## src/rtl/ctrl_defs.sv

```systemverilog
// Shared encodings for the multi-cycle controller: opcodes, FSM state codes,
// datapath select codes and the instruction classes produced by the decoder.
package ctrl_defs;

  localparam logic [5:0] OP_ADD   = 6'b000000;
  localparam logic [5:0] OP_SUB   = 6'b000001;
  localparam logic [5:0] OP_ADDIU = 6'b000010;
  localparam logic [5:0] OP_ANDI  = 6'b010000;
  localparam logic [5:0] OP_AND   = 6'b010001;
  localparam logic [5:0] OP_ORI   = 6'b010010;
  localparam logic [5:0] OP_OR    = 6'b010011;
  localparam logic [5:0] OP_SLL   = 6'b011000;
  localparam logic [5:0] OP_SLTI  = 6'b100110;
  localparam logic [5:0] OP_SW    = 6'b110000;
  localparam logic [5:0] OP_LW    = 6'b110001;
  localparam logic [5:0] OP_BEQ   = 6'b110100;
  localparam logic [5:0] OP_BNE   = 6'b110101;
  localparam logic [5:0] OP_BLTZ  = 6'b110110;
  localparam logic [5:0] OP_J     = 6'b111000;
  localparam logic [5:0] OP_JR    = 6'b111001;
  localparam logic [5:0] OP_JAL   = 6'b111010;
  localparam logic [5:0] OP_HALT  = 6'b111111;

  localparam logic [3:0] S_IF      = 4'b0000;
  localparam logic [3:0] S_ID      = 4'b0001;
  localparam logic [3:0] S_EXE_ALU = 4'b0010;
  localparam logic [3:0] S_EXE_BR  = 4'b0011;
  localparam logic [3:0] S_EXE_MEM = 4'b0100;
  localparam logic [3:0] S_MEM_RD  = 4'b0101;
  localparam logic [3:0] S_MEM_WR  = 4'b0110;
  localparam logic [3:0] S_WB_ALU  = 4'b0111;
  localparam logic [3:0] S_WB_LD   = 4'b1000;
  localparam logic [3:0] S_HALT    = 4'b1111;

  localparam logic [2:0] ALU_ADD = 3'b000;
  localparam logic [2:0] ALU_SUB = 3'b001;
  localparam logic [2:0] ALU_SLL = 3'b010;
  localparam logic [2:0] ALU_OR  = 3'b011;
  localparam logic [2:0] ALU_AND = 3'b100;
  localparam logic [2:0] ALU_SLT = 3'b101;

  localparam logic [1:0] PCSRC_NEXT   = 2'b00;
  localparam logic [1:0] PCSRC_BRANCH = 2'b01;
  localparam logic [1:0] PCSRC_RS     = 2'b10;
  localparam logic [1:0] PCSRC_JUMP   = 2'b11;

  localparam logic [1:0] REGDST_R31 = 2'b00;
  localparam logic [1:0] REGDST_RT  = 2'b01;
  localparam logic [1:0] REGDST_RD  = 2'b10;

  typedef enum logic [2:0] {
    CLS_R    = 3'd0,
    CLS_IMM  = 3'd1,
    CLS_LD   = 3'd2,
    CLS_ST   = 3'd3,
    CLS_BR   = 3'd4,
    CLS_JMP  = 3'd5,
    CLS_HALT = 3'd6,
    CLS_ILL  = 3'd7
  } ins_class_e;

  function automatic logic is_mem_state(input logic [3:0] st);
    return (st == S_EXE_MEM) || (st == S_MEM_RD) || (st == S_MEM_WR) || (st == S_WB_LD);
  endfunction

endpackage

```

## src/rtl/multicycle_ctrl_if.sv

```systemverilog
// Controller <-> datapath bundle: opcode/flags in, selects and enables out.
interface multicycle_ctrl_if;
  logic [5:0] op;
  logic       zero;
  logic       sign;
  logic       PCWre;
  logic [1:0] PCSrc;
  logic       IRWre;
  logic       InsMemRW;
  logic       ExtSel;
  logic       ALUSrcA;
  logic       ALUSrcB;
  logic [2:0] ALUOp;
  logic [1:0] RegDst;
  logic       RegWre;
  logic       WrRegDSrc;
  logic       DBDataSrc;
  logic       mRD;
  logic       mWR;
  logic [3:0] state;
  logic       halted;

  modport master (
    input  op, zero, sign,
    output PCWre, PCSrc, IRWre, InsMemRW, ExtSel, ALUSrcA, ALUSrcB, ALUOp,
           RegDst, RegWre, WrRegDSrc, DBDataSrc, mRD, mWR, state, halted
  );

  modport slave (
    output op, zero, sign,
    input  PCWre, PCSrc, IRWre, InsMemRW, ExtSel, ALUSrcA, ALUSrcB, ALUOp,
           RegDst, RegWre, WrRegDSrc, DBDataSrc, mRD, mWR, state, halted
  );
endinterface

```

## src/rtl/mc_decode.sv

```systemverilog
// Opcode decoder: instruction class plus the ALU/extender/operand/destination
// selects for that opcode. Purely combinational.
module mc_decode
  import ctrl_defs::*;
(
  input  logic [5:0]  i_op,
  output ins_class_e  o_class,
  output logic [2:0]  o_alu_op,
  output logic        o_ext_sel,
  output logic        o_alu_src_a,
  output logic        o_alu_src_b,
  output logic [1:0]  o_reg_dst
);

  always_comb begin
    o_class     = CLS_ILL;
    o_alu_op    = ALU_ADD;
    o_ext_sel   = 1'b0;
    o_alu_src_a = 1'b0;
    o_alu_src_b = 1'b0;
    o_reg_dst   = REGDST_R31;
    case (i_op)
      OP_ADD: begin
        o_class   = CLS_R;
        o_reg_dst = REGDST_RD;
      end
      OP_SUB: begin
        o_class   = CLS_R;
        o_alu_op  = ALU_SUB;
        o_reg_dst = REGDST_RD;
      end
      OP_AND: begin
        o_class   = CLS_R;
        o_alu_op  = ALU_AND;
        o_reg_dst = REGDST_RD;
      end
      OP_OR: begin
        o_class   = CLS_R;
        o_alu_op  = ALU_OR;
        o_reg_dst = REGDST_RD;
      end
      OP_SLL: begin
        o_class     = CLS_R;
        o_alu_op    = ALU_SLL;
        o_alu_src_a = 1'b1;
        o_reg_dst   = REGDST_RD;
      end
      OP_ADDIU: begin
        o_class     = CLS_IMM;
        o_ext_sel   = 1'b1;
        o_alu_src_b = 1'b1;
        o_reg_dst   = REGDST_RT;
      end
      OP_ANDI: begin
        o_class     = CLS_IMM;
        o_alu_op    = ALU_AND;
        o_alu_src_b = 1'b1;
        o_reg_dst   = REGDST_RT;
      end
      OP_ORI: begin
        o_class     = CLS_IMM;
        o_alu_op    = ALU_OR;
        o_alu_src_b = 1'b1;
        o_reg_dst   = REGDST_RT;
      end
      OP_SLTI: begin
        o_class     = CLS_IMM;
        o_alu_op    = ALU_SLT;
        o_ext_sel   = 1'b1;
        o_alu_src_b = 1'b1;
        o_reg_dst   = REGDST_RT;
      end
      OP_LW: begin
        o_class     = CLS_LD;
        o_ext_sel   = 1'b1;
        o_alu_src_b = 1'b1;
        o_reg_dst   = REGDST_RT;
      end
      OP_SW: begin
        o_class     = CLS_ST;
        o_ext_sel   = 1'b1;
        o_alu_src_b = 1'b1;
      end
      OP_BEQ, OP_BNE, OP_BLTZ: begin
        o_class   = CLS_BR;
        o_alu_op  = ALU_SUB;
        o_ext_sel = 1'b1;
      end
      OP_J, OP_JR, OP_JAL: o_class = CLS_JMP;
      OP_HALT:             o_class = CLS_HALT;
      default:             o_class = CLS_ILL;
    endcase
  end

endmodule

```

## src/rtl/multicycle_ctrl.sv

```systemverilog
// Multi-cycle control FSM: sequences IF/ID/EXE/MEM/WB over the shared datapath
// and drives every datapath select and enable.
module multicycle_ctrl
  import ctrl_defs::*;
#(
  parameter bit ILLEGAL_HALT = 1'b1
) (
  input logic               CLK,
  input logic               Reset_n,
  multicycle_ctrl_if.master bus
);

  logic [3:0] r_state;
  logic [3:0] w_next;
  logic [5:0] r_op_q;
  logic [5:0] w_op;

  ins_class_e w_class;
  logic [2:0] w_alu_op;
  logic       w_ext_sel;
  logic       w_src_a;
  logic       w_src_b;
  logic [1:0] w_reg_dst;
  logic       w_taken;
  logic       w_post;

  logic       w_pc_wre;
  logic [1:0] w_pc_src;
  logic       w_ir_wre;
  logic       w_ins_rd;
  logic       w_ext_o;
  logic       w_src_a_o;
  logic       w_src_b_o;
  logic [2:0] w_alu_op_o;
  logic [1:0] w_reg_dst_o;
  logic       w_reg_wre;
  logic       w_wr_src;
  logic       w_db_src;
  logic       w_mrd;
  logic       w_mwr;

  // In ID the opcode comes straight from IR; afterwards the latched copy is used
  // so the datapath selects stay stable even if IR is reloaded.
  assign w_op = (r_state == S_ID) ? bus.op : r_op_q;

  mc_decode u_decode (
    .i_op        (w_op),
    .o_class     (w_class),
    .o_alu_op    (w_alu_op),
    .o_ext_sel   (w_ext_sel),
    .o_alu_src_a (w_src_a),
    .o_alu_src_b (w_src_b),
    .o_reg_dst   (w_reg_dst)
  );

  always_comb begin
    w_taken = 1'b0;
    case (w_op)
      OP_BEQ:  w_taken = bus.zero;
      OP_BNE:  w_taken = ~bus.zero;
      OP_BLTZ: w_taken = bus.sign;
      default: w_taken = 1'b0;
    endcase
  end

  always_comb begin
    w_next = S_IF;
    case (r_state)
      S_IF: w_next = S_ID;
      S_ID: begin
        case (w_class)
          CLS_JMP:        w_next = S_IF;
          CLS_HALT:       w_next = S_HALT;
          CLS_BR:         w_next = S_EXE_BR;
          CLS_LD, CLS_ST: w_next = S_EXE_MEM;
          CLS_R, CLS_IMM: w_next = S_EXE_ALU;
          default:        w_next = ILLEGAL_HALT ? S_HALT : S_IF;
        endcase
      end
      S_EXE_ALU: w_next = S_WB_ALU;
      S_WB_ALU:  w_next = S_IF;
      S_EXE_BR:  w_next = S_IF;
      S_EXE_MEM: w_next = (w_class == CLS_LD) ? S_MEM_RD : S_MEM_WR;
      S_MEM_RD:  w_next = S_WB_LD;
      S_WB_LD:   w_next = S_IF;
      S_MEM_WR:  w_next = S_IF;
      S_HALT:    w_next = S_HALT;
      default:   w_next = S_IF;
    endcase
  end

  always_ff @(posedge CLK) begin
    if (!Reset_n) begin
      r_state <= S_IF;
      r_op_q  <= '0;
    end else begin
      r_state <= w_next;
      if (r_state == S_ID) begin
        r_op_q <= bus.op;
      end
    end
  end

  assign w_post = (r_state == S_EXE_ALU) || (r_state == S_EXE_BR) || (r_state == S_WB_ALU)
                  || is_mem_state(r_state);

  always_comb begin
    w_pc_src    = PCSRC_NEXT;
    w_ir_wre    = 1'b0;
    w_ins_rd    = 1'b0;
    w_ext_o     = 1'b0;
    w_src_a_o   = 1'b0;
    w_src_b_o   = 1'b0;
    w_alu_op_o  = ALU_ADD;
    w_reg_dst_o = REGDST_R31;
    w_reg_wre   = 1'b0;
    w_wr_src    = 1'b0;
    w_db_src    = 1'b0;
    w_mrd       = 1'b0;
    w_mwr       = 1'b0;
    // ALU-side selects are held from EXE through MEM/WB of the same instruction.
    if (w_post) begin
      w_ext_o    = w_ext_sel;
      w_src_a_o  = w_src_a;
      w_src_b_o  = w_src_b;
      w_alu_op_o = w_alu_op;
    end
    case (r_state)
      S_IF: begin
        w_ir_wre = 1'b1;
        w_ins_rd = 1'b1;
      end
      S_ID: begin
        if (w_class == CLS_JMP) begin
          w_pc_src = (w_op == OP_JR) ? PCSRC_RS : PCSRC_JUMP;
        end
        if (w_op == OP_JAL) begin
          w_reg_wre   = 1'b1;
          w_reg_dst_o = REGDST_R31;
          w_wr_src    = 1'b0;
        end
      end
      S_EXE_BR: begin
        if (w_taken) begin
          w_pc_src = PCSRC_BRANCH;
        end
      end
      S_MEM_RD: w_mrd = 1'b1;
      S_MEM_WR: w_mwr = 1'b1;
      S_WB_ALU: begin
        w_reg_wre   = 1'b1;
        w_wr_src    = 1'b1;
        w_reg_dst_o = w_reg_dst;
      end
      S_WB_LD: begin
        w_reg_wre   = 1'b1;
        w_db_src    = 1'b1;
        w_wr_src    = 1'b1;
        w_reg_dst_o = REGDST_RT;
      end
      default: ;
    endcase
  end

  assign w_pc_wre = (w_next == S_IF);

  // Reset overrides everything combinationally so an aborted instruction cannot write.
  assign bus.PCWre     = Reset_n & w_pc_wre;
  assign bus.PCSrc     = Reset_n ? w_pc_src : '0;
  assign bus.IRWre     = Reset_n & w_ir_wre;
  assign bus.InsMemRW  = Reset_n & w_ins_rd;
  assign bus.ExtSel    = Reset_n & w_ext_o;
  assign bus.ALUSrcA   = Reset_n & w_src_a_o;
  assign bus.ALUSrcB   = Reset_n & w_src_b_o;
  assign bus.ALUOp     = Reset_n ? w_alu_op_o : '0;
  assign bus.RegDst    = Reset_n ? w_reg_dst_o : '0;
  assign bus.RegWre    = Reset_n & w_reg_wre;
  assign bus.WrRegDSrc = Reset_n & w_wr_src;
  assign bus.DBDataSrc = Reset_n & w_db_src;
  assign bus.mRD       = Reset_n & w_mrd;
  assign bus.mWR       = Reset_n & w_mwr;
  assign bus.state     = r_state;
  assign bus.halted    = (r_state == S_HALT);

endmodule

```

## src/flat_wrapper.sv

```systemverilog
// flat-port wrapper written by rule: the top's interface ports become plain ports
module multicycle_ctrl_flat import ctrl_defs::*;
#(
  parameter bit ILLEGAL_HALT = 1'b1
)
  (CLK, Reset_n, bus_op, bus_zero, bus_sign, bus_PCWre, bus_PCSrc, bus_IRWre, bus_InsMemRW, bus_ExtSel, bus_ALUSrcA, bus_ALUSrcB, bus_ALUOp, bus_RegDst, bus_RegWre, bus_WrRegDSrc, bus_DBDataSrc, bus_mRD, bus_mWR, bus_state, bus_halted);
  multicycle_ctrl_if bus_i ();
  input logic CLK;
  input logic Reset_n;
  input wire logic [$bits(bus_i.op)-1:0] bus_op;
  input wire logic [$bits(bus_i.zero)-1:0] bus_zero;
  input wire logic [$bits(bus_i.sign)-1:0] bus_sign;
  output wire logic [$bits(bus_i.PCWre)-1:0] bus_PCWre;
  output wire logic [$bits(bus_i.PCSrc)-1:0] bus_PCSrc;
  output wire logic [$bits(bus_i.IRWre)-1:0] bus_IRWre;
  output wire logic [$bits(bus_i.InsMemRW)-1:0] bus_InsMemRW;
  output wire logic [$bits(bus_i.ExtSel)-1:0] bus_ExtSel;
  output wire logic [$bits(bus_i.ALUSrcA)-1:0] bus_ALUSrcA;
  output wire logic [$bits(bus_i.ALUSrcB)-1:0] bus_ALUSrcB;
  output wire logic [$bits(bus_i.ALUOp)-1:0] bus_ALUOp;
  output wire logic [$bits(bus_i.RegDst)-1:0] bus_RegDst;
  output wire logic [$bits(bus_i.RegWre)-1:0] bus_RegWre;
  output wire logic [$bits(bus_i.WrRegDSrc)-1:0] bus_WrRegDSrc;
  output wire logic [$bits(bus_i.DBDataSrc)-1:0] bus_DBDataSrc;
  output wire logic [$bits(bus_i.mRD)-1:0] bus_mRD;
  output wire logic [$bits(bus_i.mWR)-1:0] bus_mWR;
  output wire logic [$bits(bus_i.state)-1:0] bus_state;
  output wire logic [$bits(bus_i.halted)-1:0] bus_halted;
  assign bus_i.op = bus_op;
  assign bus_i.zero = bus_zero;
  assign bus_i.sign = bus_sign;
  assign bus_PCWre = bus_i.PCWre;
  assign bus_PCSrc = bus_i.PCSrc;
  assign bus_IRWre = bus_i.IRWre;
  assign bus_InsMemRW = bus_i.InsMemRW;
  assign bus_ExtSel = bus_i.ExtSel;
  assign bus_ALUSrcA = bus_i.ALUSrcA;
  assign bus_ALUSrcB = bus_i.ALUSrcB;
  assign bus_ALUOp = bus_i.ALUOp;
  assign bus_RegDst = bus_i.RegDst;
  assign bus_RegWre = bus_i.RegWre;
  assign bus_WrRegDSrc = bus_i.WrRegDSrc;
  assign bus_DBDataSrc = bus_i.DBDataSrc;
  assign bus_mRD = bus_i.mRD;
  assign bus_mWR = bus_i.mWR;
  assign bus_state = bus_i.state;
  assign bus_halted = bus_i.halted;
  multicycle_ctrl #(.ILLEGAL_HALT(ILLEGAL_HALT)) u_core (.CLK(CLK), .Reset_n(Reset_n), .bus(bus_i));
endmodule
```

## config.mk

```make
export PLATFORM = sky130hd
export DESIGN_NAME = multicycle_ctrl_flat
export DESIGN_NICKNAME = d
export VERILOG_FILES = /design/src/rtl/ctrl_defs.sv /design/src/rtl/multicycle_ctrl_if.sv /design/src/rtl/mc_decode.sv /design/src/rtl/multicycle_ctrl.sv /design/src/flat_wrapper.sv
export SDC_FILE = /design/constraint.sdc
export NUM_CORES = 1
export LEC_CHECK = 0
export ABC_AREA = 1
export CAP_MARGIN = 20
export CELL_PAD_IN_SITES_DETAIL_PLACEMENT = 1
export CELL_PAD_IN_SITES_GLOBAL_PLACEMENT = 2
export CORE_ASPECT_RATIO = 1.1
export CORE_MARGIN = 4
export CORE_UTILIZATION = 23
export DETAILED_ROUTE_END_ITERATION = 8
export GPL_ROUTABILITY_DRIVEN = 0
export PLACE_DENSITY = 0.78
export REMOVE_ABC_BUFFERS = 1
export SLEW_MARGIN = 20
export SYNTH_ARGS = -nofsm -noshare
export SYNTH_HDL_FRONTEND = slang
export SYNTH_SLANG_ARGS = --single-unit
```

## constraint.sdc

```tcl
create_clock -name CLK -period 2.5 [get_ports CLK]
set_input_delay 0.5 -clock CLK [delete_from_list [all_inputs] [get_ports CLK]]
set_output_delay 0.5 -clock CLK [all_outputs]
set_load 0.1 [all_outputs]
```

# Yosys cells after proc, flatten, opt, wreduce, memory -nomap -nowiden
# Index checks and enable logic that the tools add are counted.
[word_totals] register_bits=10 output_inout_bits=23 word_cells=97
[op_classes] n_eq_ne=31 mux=30 bitwise=11 n_reduce_logical=23
[ops] cell="equality test 6 bit (second input constant)" n=10
[ops] cell="equality test 6 x 5 -> 1 bit (second input constant)" n=5
[ops] cell="case mux 4 bit (6 select lines)" n=1
[ops] cell="case mux 3 bit (7 select lines)" n=1
[ops] cell="equality test 4 x 3 -> 1 bit (second input constant)" n=4
[ops] cell="case mux 4 bit (4 select lines)" n=1
[ops] cell="case mux 3 bit (5 select lines)" n=1
[ops] cell="2-to-1 mux 1 bit" n=14
[ops] cell="case mux 2 bit (2 select lines)" n=3
[ops] cell="bitwise AND 1 bit" n=10
[ops] cell="OR reduction 2 bit" n=5
[ops] cell="OR reduction 5 bit" n=2
[ops] cell="equality test 4 x 2 -> 1 bit (second input constant)" n=2
[ops] cell="equality test 4 bit (second input constant)" n=2
[ops] cell="zero test 4 bit" n=2
[ops] cell="2-to-1 mux 2 bit" n=4
[ops] cell="OR reduction 4 bit" n=2
[ops] cell="OR reduction 7 bit" n=1
[ops] cell="equality test 3 x 2 -> 1 bit (second input constant)" n=2
[ops] cell="equality test 3 bit (second input constant)" n=2
[ops] cell="equality test 6 x 1 -> 1 bit (second input constant)" n=1
[ops] cell="equality test 6 x 2 -> 1 bit (second input constant)" n=1
[ops] cell="zero test 6 bit" n=1
[ops] cell="logical OR 1 bit" n=6
[ops] cell="10 further kinds" n=12

# Logic depth before layout (Yosys ltp)
# Gate-level depths: netlist (run 1).
[depth] depth_word=11 depth_mapped=19 mapped_depth_nobuf=18

# Cells and area by module
# From an unflattened synthesis (run 1), not the netlist that was laid out.
[hier_totals] hier_cells=224 area_unflattened_um2=1187.4
[by_module_without_submodules] mod="multicycle_ctrl" n_inst=1 cells_per_inst=160 area_per_inst_um2=898.4 seq_area_each_um2=200.2
[by_module_without_submodules] mod="mc_decode" n_inst=1 cells_per_inst=64 area_per_inst_um2=289.0 seq_area_each_um2=0.0

# Least setup slack after synthesis (run 1)
# Ideal clock, no wire load.
[synth_timing] kind="reg2out" startpoint="register u_core.r_state[0] (netlist: u_core.bus.state[0])" endpoint="output port bus_RegWre" t_arrival_ns=5.029 path_slack_ns=-3.029 path_stages_with_launch=10 n_path_buf=1 path_cell_list="dfxtp_1 -> inv_2 -> nor2_4 -> nand2_4 -> buf_6 -> nand2_4 -> nand2_4 -> nor2_4 -> nand3_1 -> o41ai_1"
[synth_via] elab_chain_len=6 elab_cells_between_ends=9 classes_between="4 x eq/ne; 3 x mux; 1 x bitwise; 1 x reduce/logical"
[synth_rtl] element="start: declaration" line="multicycle_ctrl.sv:13" rtl="logic [3:0] r_state;"
[synth_rtl] element="start signal: assignment" line="multicycle_ctrl.sv:97" rtl="r_state <= w_next;"
[synth_rtl] element="equality test 4 x 1 -> 1 bit" line="multicycle_ctrl.sv:44, multicycle_ctrl.sv:128"
[synth_rtl] element="2-to-1 mux 6 bit"
[synth_rtl] element="equality test 6 bit" line="multicycle_ctrl.sv:137" rtl="if (w_op == OP_JAL) begin"
[synth_rtl] element="2-to-1 mux 1 bit" line="multicycle_ctrl.sv:137"
[synth_rtl] element="case mux 1 bit (2 select lines) (*)" line="multicycle_ctrl.sv:128" rtl="case (r_state)"
[synth_rtl] element="bitwise AND 1 bit (*)" line="multicycle_ctrl.sv:177" rtl="assign bus.RegWre = Reset_n & w_reg_wre;"
[synth_rtl] element="end: declaration" line="flat_wrapper.sv:22" rtl="output wire logic [$bits(bus_i.RegWre)-1:0] bus_RegWre;"
# Mark *: on every way between the ends. The rest lies on a longest branch, timed or not.

# Worst setup path in the final report (run 1)
[layout_timing] startpoint="register u_core.r_state[3] (netlist: u_core.bus.state[3])" endpoint="output port bus_PCWre"
[layout_via] elab_chain_len=11 elab_cells_between_ends=43 classes_between="27 x eq/ne; 5 x mux; 1 x bitwise; 10 x reduce/logical"
[layout_rtl] element="equality test 4 x 1 -> 1 bit" line="multicycle_ctrl.sv:44, multicycle_ctrl.sv:68"
[layout_rtl] element="2-to-1 mux 6 bit"
[layout_rtl] element="equality test 6 x 5 -> 1 bit, or another cell as far along" line="mc_decode.sv:22" rtl="case (i_op)"
[layout_rtl] element="OR reduction 5 bit (no source line), or another cell as far along"
[layout_rtl] element="case mux 3 bit (7 select lines)" line="mc_decode.sv:22"
[layout_rtl] element="equality test 3 x 1 -> 1 bit, or another cell as far along" line="multicycle_ctrl.sv:71" rtl="case (w_class)"
[layout_rtl] element="OR reduction 2 bit" line="multicycle_ctrl.sv:71"
[layout_rtl] element="case mux 4 bit (4 select lines)" line="multicycle_ctrl.sv:71"
[layout_rtl] element="case mux 4 bit (6 select lines) (*)" line="multicycle_ctrl.sv:68" rtl="case (r_state)"
[layout_rtl] element="zero test 4 bit (*)" line="multicycle_ctrl.sv:165" rtl="assign w_pc_wre = (w_next == S_IF);"
[layout_rtl] element="bitwise AND 1 bit (*)" line="multicycle_ctrl.sv:168" rtl="assign bus.PCWre = Reset_n & w_pc_wre;"
[layout_rtl] element="end: declaration" line="flat_wrapper.sv:13" rtl="output wire logic [$bits(bus_i.PCWre)-1:0] bus_PCWre;"
# Marked as above.

==> flow_summary.json, run 1 <==
{
  "ant_nets": 0,
  "violations": "negative setup slack",
  "fin_worst_skew_ns": 0.005930,
  "fin_crit_sh": 1.212,
  "yosys_most_used_dff": "dfxtp_1",
  "htree_levels": 1,
  "finalHoldViolCount": 0,
  "drc": 0,
  "clk_path_buf_depth": 2,
  "crit_start": "u_core.bus.state[3]$_SDFF_PN0_",
  "antenna_found_initial": 0,
  "cts_tree": "yes",
  "path_class": "reg -> out",
  "std_cell_rows": 26,
  "crit_fanout": 8,
  "status": "finished, violations left",
  "wl_per_cell_um": 16.88,
  "relSlewSlack": 0.7641,
  "path_common_cell": "nand2_1",
  "startpoint_type": "register",
  "crit_path_cell_trace": "nor2_4, nand2_4, buf_6, nand2_2, nand2_4, nand2_4, nor2_1, nand2_1, nand2_2, nor2_4, nand2_1, nor2_1, nand2_1, nand2_1, nand2_1, nor2_1, nand2_1, nor2_2, buf_12",
  "dieHeight_um": 80.77,
  "synth_top_family_by_area": "simple AND/OR/NAND/NOR gates",
  "synthMuxAreaShare": 0,
  "use_met1": 0.2012,
  "synth_compound_area_frac": 0.08814,
  "endpoint_kind": "output port",
  "slew_violations": 0,
  "min_from": "u_core.r_op_q[4]$_SDFF_PN0_",
  "postSynth.asyncResetShare": 0,
  "seq_area_frac_synth": 0.1808,
  "synth_top_cells_by_area": "dfxtp_1 18%, nand2_1 18%, nor2_1 12%",
  "synth.most_common_cell": "nand2_1",
  "initial_utilization": 0.2380,
  "cap_viol_max_count": 0,
  "fp.dieW_um": 74.16,
  "syn_to_final_growth_pct": 141.4,
  "ys_ff_latch": 10,
  "dieArea_um2": 5990,
  "setup_ws_ns": -0.5297,
  "clock_latency_ns": 0.25,
  "synth_xor_area_frac": 0,
  "post-place-ws_ns": -0.6612,
  "final-setup-viol-count": 11,
  "slowest_delay_ns": 0.36,
  "routed_wl_um": 5957,
  "synth_top_area_frac": 0.1808,
  "core_area_um2": 4652,
  "syn_avg_cell_area_um2": 5.708,
  "met2_usage": 0.3679,
  "drtIter0Drc": 71,
  "grt_usage": 0.1910,
  "yosys_warnings": 0,
  "ios": 33,
  "grt_max_degree": 10,
  "dr.pass1.iters": 4,
  "fin_crit_ns": 3.030,
  "worstPathRequired_ns": 2.00,
  "gr-usage-met3": 0.04208,
  "vias": 1702,
  "grt_pass1_vias": 1837,
  "r2r-start": "u_core.bus.state[3]$_SDFF_PN0_",
  "vias_per_cell": 4.822,
  "port_buffers": 32,
  "yosys.area_share.simple": 0.6158,
  "ys_top_cells_by_count": "53 x nand2_1, 34 x nor2_1, 26 x inv_1",
  "detailed_place_hpwl_um": 4000,
  "clk_pin_slew_ns": 0.06,
  "cts_sinks": 10,
  "cts_root_buf": "clkbuf_8",
  "cp_slowest_cell": "dfxtp_4",
  "worst_pin_slew_ns": 0.3512,
  "cp.arrival_ns": 2.53,
  "fin_nets": 308,
  "grt_pass1_wl_um": 8707,
  "syn_area_um2": 1107,
  "hold_path.class": "reg -> reg",
  "drive_gt1_frac": 0.6296,
  "yosys.area.top_type": "dfxtp_1",
  "final_core_util": 0.5745,
  "fill_cells": 558,
  "synth_cells": 194,
  "rsz0062_at_grt": "true",
  "fmax_ghz": 0.3301,
  "diodes": 0,
  "grt_overflow": 0,
  "gr-max-usage-layer": "met2",
  "cts_hold_buf": 0,
  "synth_edf_count": 0,
  "yosys.area_share.adder": 0,
  "synth.distinct_cells": 25,
  "numCtsBuffers": 3
}
==> stage by stage <==
stage               hold WS (ns)  area, um2  TNS [ns]  instances
global route              0.6731       2673    -4.181        353
CTS                       0.6396       2415    -2.614        345
finish                    0.6403       2673    -2.855        353
global placement          0.6127       2111    -3.613        338
floorplan                 0.5685       1085    -40.05        191
detailed placement        0.6303       2111    -4.008        338
==> final cells by class <==
class	instances	area [um2]	area share
multi-input cells	153	1142	0.4274
repair buffers	102	1090	0.4078
flip-flops and latches	10	210.2	0.07865
inverters	28	105.1	0.03933
well taps	56	70.07	0.02622
clock buffers	4	55.05	0.02060
==> worst max-delay path, delay by kind of cell (launching register included) <==
family	cells	cell delay, ns
buf+inv	2	0.35
flops	1	0.36
simple gates	17	1.57
==> layer usage <==
| metal | part of all wire | up-vias | wire, um |
|---|---|---|---|
| li1 | - | 813 | - |
| met2 | 0.57 | 44 | 3387 |
| met1 | 0.37 | 829 | 2211 |
| met4 | 0.032 | 0 | 189 |
| met3 | 0.028 | 16 | 169 |
| met5 | 0 | - | 0 |
==> sequential cells by signal (all words and copies together) (netlist names) <==
| signal | cells |
|---|---|
| u_core.r_op_q | 6 |
| u_core.bus.state | 4 |
==> what timing repair did <==
| item | CTS | global route |
|---|---|---|
| endpoints found under the setup margin | 14 | 14 |
| cloned | 0 | 0 |
| buffers inserted | 3 | 11 |
| resized for setup | 64 | 53 |
| pin swaps | 19 | 38 |
==> path summary, 6_finish.rpt <==
check | endpoint | depth (start not counted) | slack (ns)
hold / removal | u_core.r_op_q[4]$_SDFF_PN0_ | 4 | 0.64
setup reg to reg | u_core.bus.state[3]$_SDFF_PN0_ | 15 | 0.40
hold reg to reg | u_core.r_op_q[4]$_SDFF_PN0_ | 4 | 0.64
setup / recovery | bus_PCWre | 19 | -0.53
==> kinds of logic (layout without fill, tap and decap cells) <==
family	after synthesis	after routing
AND/OR/NAND/NOR	136	136
buffers and inverters	31	134
AO/OA/AOI/OAI	17	17
flip-flops	10	10
==> cells in the final DEF (no fill, tap or decap) <==
master / n
dfxtp_2: 2
dfxtp_1: 6
or4_4: 1
nand2_2: 19
nand2_1: 30
o21ai_1: 1
o21ai_0: 1
buf_6: 12
a21oi_1: 4
o311ai_1: 1
nor2_4: 19
nand3_4: 3
dfxtp_4: 2
clkinv_1: 1
o41ai_4: 1
a31oi_4: 1
a31oi_1: 1
o21ai_2: 2
nor2_1: 22
nor4_4: 1
clkbuf_8: 4
nor3_4: 2
buf_4: 61
nand3_2: 4
inv_2: 5
buf_12: 19
nand2_4: 15
dlymetal6s2s_1: 2
o211ai_1: 1
nand3_1: 9
nor3_1: 2
nor3_2: 2
a21oi_4: 2
nor2_2: 7
inv_1: 22
dlygate4sd2_1: 3
a21oi_2: 2
clkdlybuf4s50_1: 4
clkbuf_16: 1
Power of run 1 is not shown: default switching activity piles up to over one toggle a cycle in this logic, so the estimate is an artifact.
==> run 2, diff against run 1 <==
--- a/config.mk
+++ b/config.mk
@@ -15,7 +15,6 @@
 export DETAILED_ROUTE_END_ITERATION = 8
 export GPL_ROUTABILITY_DRIVEN = 0
 export PLACE_DENSITY = 0.78
-export REMOVE_ABC_BUFFERS = 1
 export SLEW_MARGIN = 20
 export SYNTH_ARGS = -nofsm -noshare
 export SYNTH_HDL_FRONTEND = slang
==> flow_summary.json, run 2 (same netlist as run 1, synthesis figures left out) <==
{
  "core_area_um2": 4652,
  "cts_root_buf": "clkbuf_8",
  "htree_levels": 1,
  "setup_ws_ns": -0.8355,
  "grt_max_degree": 16,
  "dieHeight_um": 80.77,
  "path_common_cell": "nand2_2",
  "fin_area_um2": 2998,
  "rsz0062_at_grt": "true",
  "dr.max_layer_used": "met4",
  "slew_violations": 0,
  "dieArea_um2": 5990,
  "vias": 1860,
  "hold_path.class": "reg -> reg",
  "fmax_ghz": 0.2998,
  "worst_pin_slew_ns": 0.3357,
  "multi_input_area_um2": 1300,
  "layout_commonest_cell": "buf_4",
  "r2r-start": "u_core.bus.state[0]$_SDFF_PN0_",
  "ant_nets": 0,
  "grt_usage": 0.2088,
  "fill_cells": 551,
  "fin_crit_sh": 1.334,
  "diodes": 0,
  "grt_pass1_wl_um": 9501,
  "top_register": "u_core.r_op_q",
  "crit_fanout": 4,
  "antenna_found_initial": 0,
  "drc": 0,
  "largest_reg_flops": 6,
  "dr_wl_met3_um": 343,
  "cp_slowest_cell": "clkdlybuf4s50_1",
  "met2_length_um": 4244,
  "vias_per_cell": 5.013,
  "crit_path_end": "bus_PCWre",
  "startpoint_type": "input port",
  "clock_latency_ns": 0.24,
  "endpoint_kind": "output port",
  "routed_wl_um": 7596,
  "final_cell_mix": "75 x buf_4, 23 x inv_1, 23 x nand2_1, 23 x nor2_4, 22 x nand2_2",
  "drtIter0Drc": 132,
  "ios": 33,
  "path_class": "in -> out",
  "port_buffers": 32,
  "crit_path_cell_trace": "clkdlybuf4s50_1, inv_1, nand2_2, nand2_4, nand2_4, nor2_1, nand2_1, nand2_2, nor2_4, nand2_2, nor2_2, nand2_2, nand2_2, nand2_1, nor2_1, nand2_1, nor2_4, buf_12",
  "relSlewSlack": 0.7754,
  "worstPathRequired_ns": 2.00,
  "fp.dieW_um": 74.16,
  "final_core_util": 0.6444,
  "slowest_delay_ns": 0.51,
  "fin_crit_ns": 3.336,
  "synthesis.nets": 204,
  "syn_to_final_growth_pct": 170.7,
  "hold_slack_ns": 0.7143,
  "cap_viol_max_count": 0,
  "wl_per_cell_um": 20.47,
  "r2r_end": "u_core.bus.state[3]$_SDFF_PN0_",
  "grt_overflow": 0,
  "std_cell_rows": 26,
  "status": "finished, violations left",
  "cts_tree": "yes",
  "violations": "negative setup slack",
  "crit_start": "bus_op[0]",
  "cts_sinks": 10,
  "dr.pass1.iters": 4,
  "regToRegSetupSlack_ns": 0.21,
  "cts_hold_buf": 0,
  "clk_path_buf_depth": 2,
  "min_from": "u_core.r_op_q[3]$_SDFF_PN0_",
  "fin_worst_skew_ns": 0.002375,
  "wl_met1_um": 2684,
  "final-setup-viol-count": 12,
  "numCtsBuffers": 3,
  "grt_pass1_vias": 1898,
  "cp.arrival_ns": 2.84,
  "finalHoldViolCount": 0,
  "initial_utilization": 0.2380,
  "drive_gt1_frac": 0.7111,
  "ff_latch_area_um2": 215.2,
  "detailed_place_hpwl_um": 4046,
  "placed_area_um2": 2295,
  "reg2reg_depth": 15,
  "fin_nets": 326,
  "clk_pin_slew_ns": 0.05
}
## run 2: changes by cell type in the layout (fill, tap and decap cells not counted), moves of 3 or more
| cell | previous run | this run |
|---|---|---|
| nand3_1 | 9 | 4 |
| nand2_1 | 30 | 23 |
| nand3_4 | 3 | 6 |
| inv_2 | 5 | 2 |
| buf_4 | 61 | 75 |
| nor2_4 | 19 | 23 |
| nand2_2 | 19 | 22 |
| nand2_4 | 15 | 18 |
| nor2_1 | 22 | 17 |
## run 2: area by class of cell
type                       count  share of cell area
clock buffer                   4             0.01836
inverter                      28             0.03673
multi-input combinational    153              0.4336
sequential                    10             0.07179
tap                           56             0.02337
timing repair buffer         120              0.4161
## run 2: worst min path at each step
| stage | slack, ns | depth (start not counted) | endpoint |
|---|---|---|---|
| finish | 0.71 | 5 | u_core.r_op_q[3]$_SDFF_PN0_ |
| global route | 0.77 | 5 | u_core.r_op_q[3]$_SDFF_PN0_ |
| CTS | 0.69 | 4 | u_core.r_op_q[5]$_SDFF_PN0_ |
| detailed placement | 0.61 | 4 | u_core.r_op_q[3]$_SDFF_PN0_ |
| global placement | 0.60 | 4 | u_core.r_op_q[3]$_SDFF_PN0_ |
| floorplan | 0.57 | 4 | u_core.r_op_q[3]$_SDFF_PN0_ |
## run 2: through the flow
stage	std cells	TNS [ns]	setup WS (ns)
after global routing	371	-5.927	-0.9312
after detailed placement	332	-3.429	-0.6416
final	371	-4.763	-0.8355
after floorplan	194	-3.511	-0.6218
after global placement	332	-3.273	-0.6390
after CTS	356	-2.559	-0.4854
## run 2: what timing repair did
action,in CTS,in global routing
gates resized for setup,69,36
pin swaps,46,36
endpoints found under the setup margin,12,13
buffers inserted,21,17
hold endpoints to repair,0,0
## run 2: worst max-delay path, delay by kind of cell
kind / cells / cell delay, ns
buffers and inverters: 3 / 0.76
AND/OR/NAND/NOR: 15 / 1.54
## run 2: metal layers
layer	vias to the layer above	GRT usage
met5	-	0
met4	0	0.06703
met3	28	0.03218
met2	64	0.4149
met1	913	0.2171
li1	855	-
Power of run 2 is left out for the same reason.
==> run 3, diff against run 2 <==
--- a/config.mk
+++ b/config.mk
@@ -15,6 +15,7 @@
 export DETAILED_ROUTE_END_ITERATION = 8
 export GPL_ROUTABILITY_DRIVEN = 0
 export PLACE_DENSITY = 0.78
+export REMOVE_ABC_BUFFERS = 1
 export SLEW_MARGIN = 20
 export SYNTH_ARGS = -nofsm -noshare
 export SYNTH_HDL_FRONTEND = slang
==> results of run 3 <==
The final DEF is identical to that of run 1; final timing and power are the same.
Power of run 3 is left out for the same reason.
